[src/rtl/vga_dispatch_pkg.sv]
// Shared constants for the instruction dispatcher: opcode classes,
// engine indices and the dispatcher state encoding.
package vga_dispatch_pkg;

    localparam logic [3:0] CLS_TEXT = 4'h0;
    localparam logic [3:0] CLS_GFX  = 4'h1;
    localparam logic [3:0] CLS_PAL  = 4'h2;

    localparam int ENG_TEXT = 0;
    localparam int ENG_GFX  = 1;
    localparam int ENG_PAL  = 2;

    typedef enum logic [1:0] {
        IDLE,
        DECODE,
        WAIT,
        DONE
    } state_t;

endpackage

[src/rtl/dispatch_timeout.sv]
// Up-counter for the engine wait window. It is reloaded to zero by clear
// and raises terminal once TIMEOUT_CYCLES-1 has been reached.
module dispatch_timeout #(
    parameter int TIMEOUT_CYCLES = 4096,
    parameter int TO_W           = 12
) (
    input  logic clk,
    input  logic rst_n,
    input  logic clear,
    input  logic enable,
    output logic terminal
);

    logic [TO_W-1:0] count_reg;

    assign terminal = (count_reg == TO_W'(TIMEOUT_CYCLES - 1));

    // Saturates at the terminal value so a stalled FSM never wraps the count.
    always_ff @(posedge clk or negedge rst_n) begin
        if (!rst_n) begin
            count_reg <= '0;
        end else if (clear) begin
            count_reg <= '0;
        end else if (enable && !terminal) begin
            count_reg <= count_reg + 1'b1;
        end
    end

endmodule

[src/rtl/instruction_dispatcher.sv]
// Latches an instruction from cpu_interface, routes it to one execution
// engine by opcode class, and reports completion, errors and results.
module instruction_dispatcher
    import vga_dispatch_pkg::*;
#(
    parameter int NUM_ENG        = 3,
    parameter int TIMEOUT_CYCLES = 4096,
    parameter int TO_W           = 12
) (
    input  logic                  phi2,
    input  logic                  reset_n,
    input  logic [7:0]            instruction,
    input  logic [87:0]           arg_flat,
    input  logic                  instruction_start,
    output logic                  instruction_busy,
    output logic                  instruction_finished,
    output logic                  instruction_error,
    output logic [7:0]            result_0,
    output logic [7:0]            result_1,
    output logic [7:0]            cmd_opcode,
    output logic [87:0]           cmd_args,
    output logic [NUM_ENG-1:0]    eng_req,
    input  logic [NUM_ENG-1:0]    eng_done,
    input  logic [NUM_ENG-1:0]    eng_err,
    input  logic [16*NUM_ENG-1:0] eng_res_flat
);

    state_t             state_reg;
    logic               busy_reg;
    logic               finished_reg;
    logic               error_reg;
    logic [7:0]         result_0_reg;
    logic [7:0]         result_1_reg;
    logic [7:0]         cmd_opcode_reg;
    logic [87:0]        cmd_args_reg;
    logic [NUM_ENG-1:0] eng_req_reg;

    logic               timeout_hit;
    logic               done_hit;
    logic               done_err;
    logic [7:0]         res0_sel;
    logic [7:0]         res1_sel;
    logic [7:0]         res0_term [NUM_ENG];
    logic [7:0]         res1_term [NUM_ENG];

    // eng_req is one-hot, so masking with it selects the active engine and
    // makes done pulses from any other engine invisible.
    assign done_hit = |(eng_done & eng_req_reg);
    assign done_err = |(eng_done & eng_err & eng_req_reg);

    generate
        for (genvar gi = 0; gi < NUM_ENG; gi++) begin : g_res_mux
            assign res0_term[gi] = eng_req_reg[gi] ? eng_res_flat[16*gi     +: 8] : 8'h00;
            assign res1_term[gi] = eng_req_reg[gi] ? eng_res_flat[16*gi + 8 +: 8] : 8'h00;
        end
    endgenerate

    always_comb begin
        res0_sel = '0;
        res1_sel = '0;
        for (int i = 0; i < NUM_ENG; i++) begin
            res0_sel = res0_sel | res0_term[i];
            res1_sel = res1_sel | res1_term[i];
        end
    end

    dispatch_timeout #(
        .TIMEOUT_CYCLES (TIMEOUT_CYCLES),
        .TO_W           (TO_W)
    ) u_timeout (
        .clk      (phi2),
        .rst_n    (reset_n),
        .clear    (state_reg == DECODE),
        .enable   (state_reg == WAIT),
        .terminal (timeout_hit)
    );

    always_ff @(posedge phi2 or negedge reset_n) begin
        if (!reset_n) begin
            state_reg      <= IDLE;
            busy_reg       <= 1'b0;
            finished_reg   <= 1'b0;
            error_reg      <= 1'b0;
            result_0_reg   <= '0;
            result_1_reg   <= '0;
            cmd_opcode_reg <= '0;
            cmd_args_reg   <= '0;
            eng_req_reg    <= '0;
        end else begin
            finished_reg <= 1'b0;
            error_reg    <= 1'b0;
            case (state_reg)
                IDLE: begin
                    if (instruction_start) begin
                        cmd_opcode_reg <= instruction;
                        cmd_args_reg   <= arg_flat;
                        busy_reg       <= 1'b1;
                        state_reg      <= DECODE;
                    end
                end
                DECODE: begin
                    case (cmd_opcode_reg[7:4])
                        CLS_TEXT: begin
                            eng_req_reg <= NUM_ENG'(1) << ENG_TEXT;
                            state_reg   <= WAIT;
                        end
                        CLS_GFX: begin
                            eng_req_reg <= NUM_ENG'(1) << ENG_GFX;
                            state_reg   <= WAIT;
                        end
                        CLS_PAL: begin
                            eng_req_reg <= NUM_ENG'(1) << ENG_PAL;
                            state_reg   <= WAIT;
                        end
                        default: begin
                            finished_reg <= 1'b1;
                            error_reg    <= 1'b1;
                            state_reg    <= DONE;
                        end
                    endcase
                end
                WAIT: begin
                    // Done takes priority over a timeout landing on the same cycle.
                    if (done_hit) begin
                        result_0_reg <= res0_sel;
                        result_1_reg <= res1_sel;
                        finished_reg <= 1'b1;
                        error_reg    <= done_err;
                        eng_req_reg  <= '0;
                        state_reg    <= DONE;
                    end else if (timeout_hit) begin
                        finished_reg <= 1'b1;
                        error_reg    <= 1'b1;
                        eng_req_reg  <= '0;
                        state_reg    <= DONE;
                    end
                end
                DONE: begin
                    busy_reg  <= 1'b0;
                    state_reg <= IDLE;
                end
                default: begin
                    eng_req_reg <= '0;
                    busy_reg    <= 1'b0;
                    state_reg   <= IDLE;
                end
            endcase
        end
    end

    assign instruction_busy     = busy_reg;
    assign instruction_finished = finished_reg;
    assign instruction_error    = error_reg;
    assign result_0             = result_0_reg;
    assign result_1             = result_1_reg;
    assign cmd_opcode           = cmd_opcode_reg;
    assign cmd_args             = cmd_args_reg;
    assign eng_req              = eng_req_reg;

endmodule

[config.mk]
export PLATFORM = sky130hd
export DESIGN_NAME = instruction_dispatcher
export DESIGN_NICKNAME = d
export VERILOG_FILES = /design/src/rtl/vga_dispatch_pkg.sv /design/src/rtl/dispatch_timeout.sv /design/src/rtl/instruction_dispatcher.sv
export SDC_FILE = /design/constraint.sdc
export NUM_CORES = 1
export LEC_CHECK = 0
export BUFFER_PORTS_ARGS = -buffer_cell sky130_fd_sc_hd__clkbuf_2
export CORE_ASPECT_RATIO = 1.25
export CORE_MARGIN = 10
export CORE_UTILIZATION = 48
export CTS_BUF_LIST = sky130_fd_sc_hd__clkbuf_4
export CTS_CLUSTER_SIZE = 10
export DETAILED_ROUTE_END_ITERATION = 10
export HOLD_SLACK_MARGIN = 0.1
export PLACE_DENSITY = 0.86
export SLEW_MARGIN = 20
export SYNTH_ARGS = -nofsm -noshare
export SYNTH_HDL_FRONTEND = slang
export SYNTH_HIERARCHICAL = 1
export SYNTH_SLANG_ARGS = --single-unit
[constraint.sdc]
create_clock -name phi2 -period 2.3 [get_ports phi2]
set_input_delay 0.345 -clock phi2 [delete_from_list [all_inputs] [get_ports phi2]]
set_output_delay 0.345 -clock phi2 [all_outputs]
set_load 0.03 [all_outputs]
Yosys cells after proc, flatten, opt, wreduce, memory -nomap -nowiden:

Index checks and enable logic that the tools add are counted.

* bitwise logic cells: 7
* muxes and demuxes: 25
* equal/unequal tests: 9
* $add $sub $neg: 1
* reductions and logical operators: 15

Operators with widths (number)
* $mux W8: 6
* $or A8 B8 Y8: 4
* $mux W12: 2
* $add A12 B1 Y12 const B: 1
* $eq A12 B12 Y1 const B: 1
* $and A3 B3 Y3: 3
* $pmux W3 S3: 1
* $reduce_or A3 Y1: 3
* $pmux W2 S4: 1
* $reduce_and A2 Y1: 4
* $mux W1: 6
* $mux W2: 3
* $mux W3: 2
* $pmux W1 S2: 3
* $pmux W3 S2: 1
* $reduce_bool A2 Y1: 3
* $eq A2 B2 Y1 const B: 2
* $eq A4 B1 Y1 const B: 1
* $eq A4 B2 Y1 const B: 1
* $logic_not A4 Y1: 1
* $ne A4 B4 Y1 const B: 1
* $ne A3 B3 Y1 const B: 1
* $reduce_and A3 Y1: 1
* $eq A2 B1 Y1 const B: 1
* 4 further kinds: 4

* logic and storage cells: 67
* output and inout bits: 118
* input port bits: 153
* register bits after elaboration: 132

Longest topological paths before layout:

* word-level depth: 5
* gate-level depth with buffers: 7
* gate-level depth less buffers: 6

Modules after synthesis:

The synthesis kept the hierarchy.

By module, submodules not included
* instruction_dispatcher: cells an instance 338, seq. area each 3002.9 um^2, times used 1, area an instance 4850.9 um^2
* dispatch_timeout: cells an instance 67, seq. area each 300.3 um^2, times used 1, area an instance 661.9 um^2

Worst setup path after synthesis:

No wires, ideal clock.

* path type: register to register
* from: register state_reg[0]
* to: register cmd_args_reg[20] (netlist: cmd_args[20])
* path slack: 0.455 ns
* required time: 2.175 ns
* period minus slack after synthesis: 1.845 ns
* cell stages (with the launch flop): 7
* data arrival time: 1.720 ns
* cell sequence: dfrtp_1 -> inv_1 -> ha_1 -> nand2_1 -> buf_1 -> buf_2 -> mux2_2

* word-level cells in the longest chain between the ends: 2

RTL lines
* start, declared: RTL line instruction_dispatcher.sv:28 `state_t state_reg;`
* start signal, assigned: RTL line instruction_dispatcher.sv:80 `state_reg <= IDLE;`
* start signal, assigned: RTL line instruction_dispatcher.sv:98 `state_reg <= DECODE;`
* start signal, assigned: RTL line instruction_dispatcher.sv:105 `state_reg <= WAIT;`
* $logic_not A2 Y1: RTL line instruction_dispatcher.sv:92 `case (state_reg)`
* $reduce_and A2 Y1 (no line)
* end signal, assigned: RTL line instruction_dispatcher.sv:96 `cmd_args_reg <= arg_flat;`
* end, declared: RTL line instruction_dispatcher.sv:35 `logic [87:0] cmd_args_reg;`

No other way between the ends.
A chain may end at the register's enable or synchronous reset.

Worst setup path after layout:

* from: register state_reg[0]
* to: register u_timeout.count_reg[9]

* word-level cells in the longest chain between the ends: 3

RTL lines
* $eq A2 B2 Y1: RTL line instruction_dispatcher.sv:74 `.enable (state_reg == WAIT),`
* $logic_and A1 B1 Y1: RTL line dispatch_timeout.sv:24 `end else if (enable && !terminal) begin`
* $reduce_bool A2 Y1 (no line)
* end signal, assigned: RTL line dispatch_timeout.sv:25 `count_reg <= count_reg + 1'b1;`
* end, declared: RTL line dispatch_timeout.sv:14 `logic [TO_W-1:0] count_reg;`

Parallel ways exist; a longest one is shown, timed or not.

==> impl_metrics.yaml <==
synthesis:
  synth_cell_types: 46
  synth_top_cell_by_area: "dfrtp_1"
  synth_area_mm2: 0.005513
  seq_area_frac_synth_pct: 59.92
  syn_avg_cell_area_um2: 13.61
  syn_inst: 405
  synth_ff_type: "dfrtp_1"
  synth_fp_nets: 563
  async_flop_share_pct: 100.0
  synth_top_area_share_pct: 59.92
  ys_seq_elements: 132
  synth_edf_count: 0
  synthTopCellsByArea: "dfrtp_1 60%, mux2_2 20%, a222oi_1 3.1%"
  ys.warnings.count: 6
floorplanning:
  initial_core_util_pct: 49.26
  io_pins: 271
  core-area_mm2: 0.01119
  rows: 43
  die_width_um: 115.9
  die-area_mm2: 0.01620
  die_y_um: 139.8
drt:
  drt_pre_antenna_iters: 6
  drc: 0
  vias: 5254
  drt_iter0_drc: 561
  viasPerCell: 5.519
  routed_wl_mm: 21.01
  wl_per_cell_um: 22.07
  ant_nets: 0
power_and_ir_drop:
  p_seq_share_pct: 35.0
  p_int_mw: 6.168
  p_leak_nw: 4.148
  clockPowerShare_pct: 11.9
  swShare_pct: 47.55
  power.density_mw_per_mm2: 1381
  pwr-share-comb_pct: 53.1
  ir_drop_v: 0.001028
  p_switching_mw: 5.591
clock_tree:
  clock_path_buffers: 2
  clock_sinks: 132
  cts-root-buf: "clkbuf_4"
  h-tree-depth: 4
  cts.clk_slew.worst_paths_ns: 0.11
  cts_made_buffers: 17
  cts_tree: "built"
  insertion_delay_ns: 0.52
final_layout:
  area_growth_pct: 54.43
  layout_common_cells: "269 x clkbuf_2, 132 x dfrtp_1, 117 x dlygate4sd3_1"
  layout-drive-gt1-share_pct: 50.99
  seqCellArea_mm2: 0.003303
  nNetsFinal: 958
  fill_cells: 687
  final_common_cell: "clkbuf_2"
  multi_input_comb_area_mm2: 0.002083
  finalNonFillerCells: 952
  largest_register_ffs: 88
global_route:
  antenna_found_initial: 5
  grt_pass1_vias: 5810
  grt_overflow: 0
  grt_pass1_wl_mm: 32.53
  track_usage_pct: 25.58
  grt_max_degree: 82
critical_path:
  worstPathRequired_ns: 2.67
  cp-end-kind: "flop"
  worst-path-max-fanout: 6
  cp-start-kind: "flop"
  cp_data_arrival_time_ns: 2.28
  critical_path_class: "flop to flop"
timing:
  hold_viol_final: 0
  fin_crit_sh_pct: 83.07
  slew_headroom_pct: 57.43
  finalSetupTns_ns: 0
  rsz0062_at_grt: "no"
  maxSlewViolCount: 0
  fin_skew_ns: 0.02888
  finalSetupViolCount: 0
  worst_pin_slew_ns: 0.6385
  max_freq_ghz: 0.5234
  period_needed_ns: 1.911
hold_path:
  hp-class: "primary input to flop"
place:
  portBuffers: 270
  place_hpwl_mm: 13.37
  placed_cells: 799
  globalplace.congestion: 0.8714
outcome:
  status: "complete, no violations"
run:
  cap_violations: 0
## repair_timing
item / in CTS / in global routing
endpoints found under the setup margin: 0 / 0
hold endpoints to repair: 238 / 0
setup buffers: 0 / 0
gates resized for setup: 0 / 0
hold buffers: 117 / 0
## cells in the mapped netlist, types with 2 or more instances
master    count
o21ai_1      11
nor3_1        3
buf_1         6
inv_1        11
buf_2         5
dfrtp_1     132
a211o_1       2
o41ai_1       3
o21a_1        2
a31oi_1       2
nand2_1       7
nand3_1       6
ha_1          5
mux2_2       96
or3_1         2
mux2i_1       4
o311ai_0      2
nand2b_1      2
nand4_1       4
a222oi_1     17
o21ai_0      30
and3b_1       2
a22oi_1       2
nor2_1        8
nor2b_1       4
clkbuf_1     10
nor4_1        2
a21oi_1       7
## routing by layer
layer,up-vias,share of wire (%),track usage (%)
li1,2311,-,-
met1,2542,35,26.41
met2,341,51,44.49
met3,60,10,8.989
met4,0,3.6,12.48
met5,-,0,0
## kinds of logic (layout without fill, tap and decap cells)
kind of cell	Yosys count	count (layout)	synth area share, %
AOI/OAI and AO/OA	87	87	10.92
DFF	132	132	59.92
buffers and inverters	33	440	2.429
other	0	5	0
xor gates and xnor gates	1	1	0.1589
and+or+nand+nor	47	47	5.107
muxes	100	100	20.34
adders and majority gates	5	5	1.135
## stage by stage
| stage | util (%) | hold slack [ns] | area (um^2) | setup WS (ns) | total power, mW |
|---|---|---|---|---|---|
| 2_1_floorplan | - | 0.04941 | 5513 | 0.4553 | 7.923 |
| 3_3_place_gp | 63.29 | 0.3690 | 7083 | 0.5572 | 9.693 |
| 3_5_place_dp | 63.29 | 0.3756 | 7083 | 0.4278 | 9.918 |
| 4_1_cts | 75.96 | 0.1016 | 8501 | 0.4040 | 11.54 |
| 5_1_grt | 76.07 | 0.1232 | 8513 | 0.2754 | 12.36 |
| 6_report | 76.07 | 0.1423 | 8513 | 0.3893 | 11.76 |
## cell type report
cell class,count,area share [%]
well taps,135,1.984
inverters,11,0.4850
repair buffers,398,31.22
clock buffers,18,1.587
diodes,5,0.1470
flip-flops and latches,132,38.80
multi-input cells,240,24.47
clock inverters,13,1.308
## worst paths after layout
path | slack, ns | cells after the start | from | to
max | 0.39 | 6 | state_reg[0] | u_timeout/count_reg[9]
min | 0.14 | 3 | eng_res_flat[40] | result_1[0]
max reg2reg | 0.39 | 6 | state_reg[0] | u_timeout/count_reg[9]
min reg2reg | 0.52 | 1 | u_timeout/count_reg[9] | u_timeout/count_reg[9]
max in group asynchronous | 1.53 | 3 | reset_n | u_timeout/count_reg[4]
min in group asynchronous | 0.36 | 3 | reset_n | cmd_args[48]
## power groups by stage
stage	Combinational [mW]	Sequential, mW	Clock (mW)
after floorplan	1.93	5.99	0
after global placement	5.72	3.97	0
after detailed placement	5.86	4.06	0
after CTS	6.11	4.01	1.43
after global routing	6.60	4.22	1.54
final	6.24	4.12	1.40
## worst max-delay path: stages, from the launching register on
cell and delay [ns]:
dfrtp_1 0.44, inv_1 0.13, ha_1 0.18, nand3_1 0.13, or3_4 0.38, o311ai_0 0.37, o41ai_1 0.14
(Power assumes the default switching activity.)
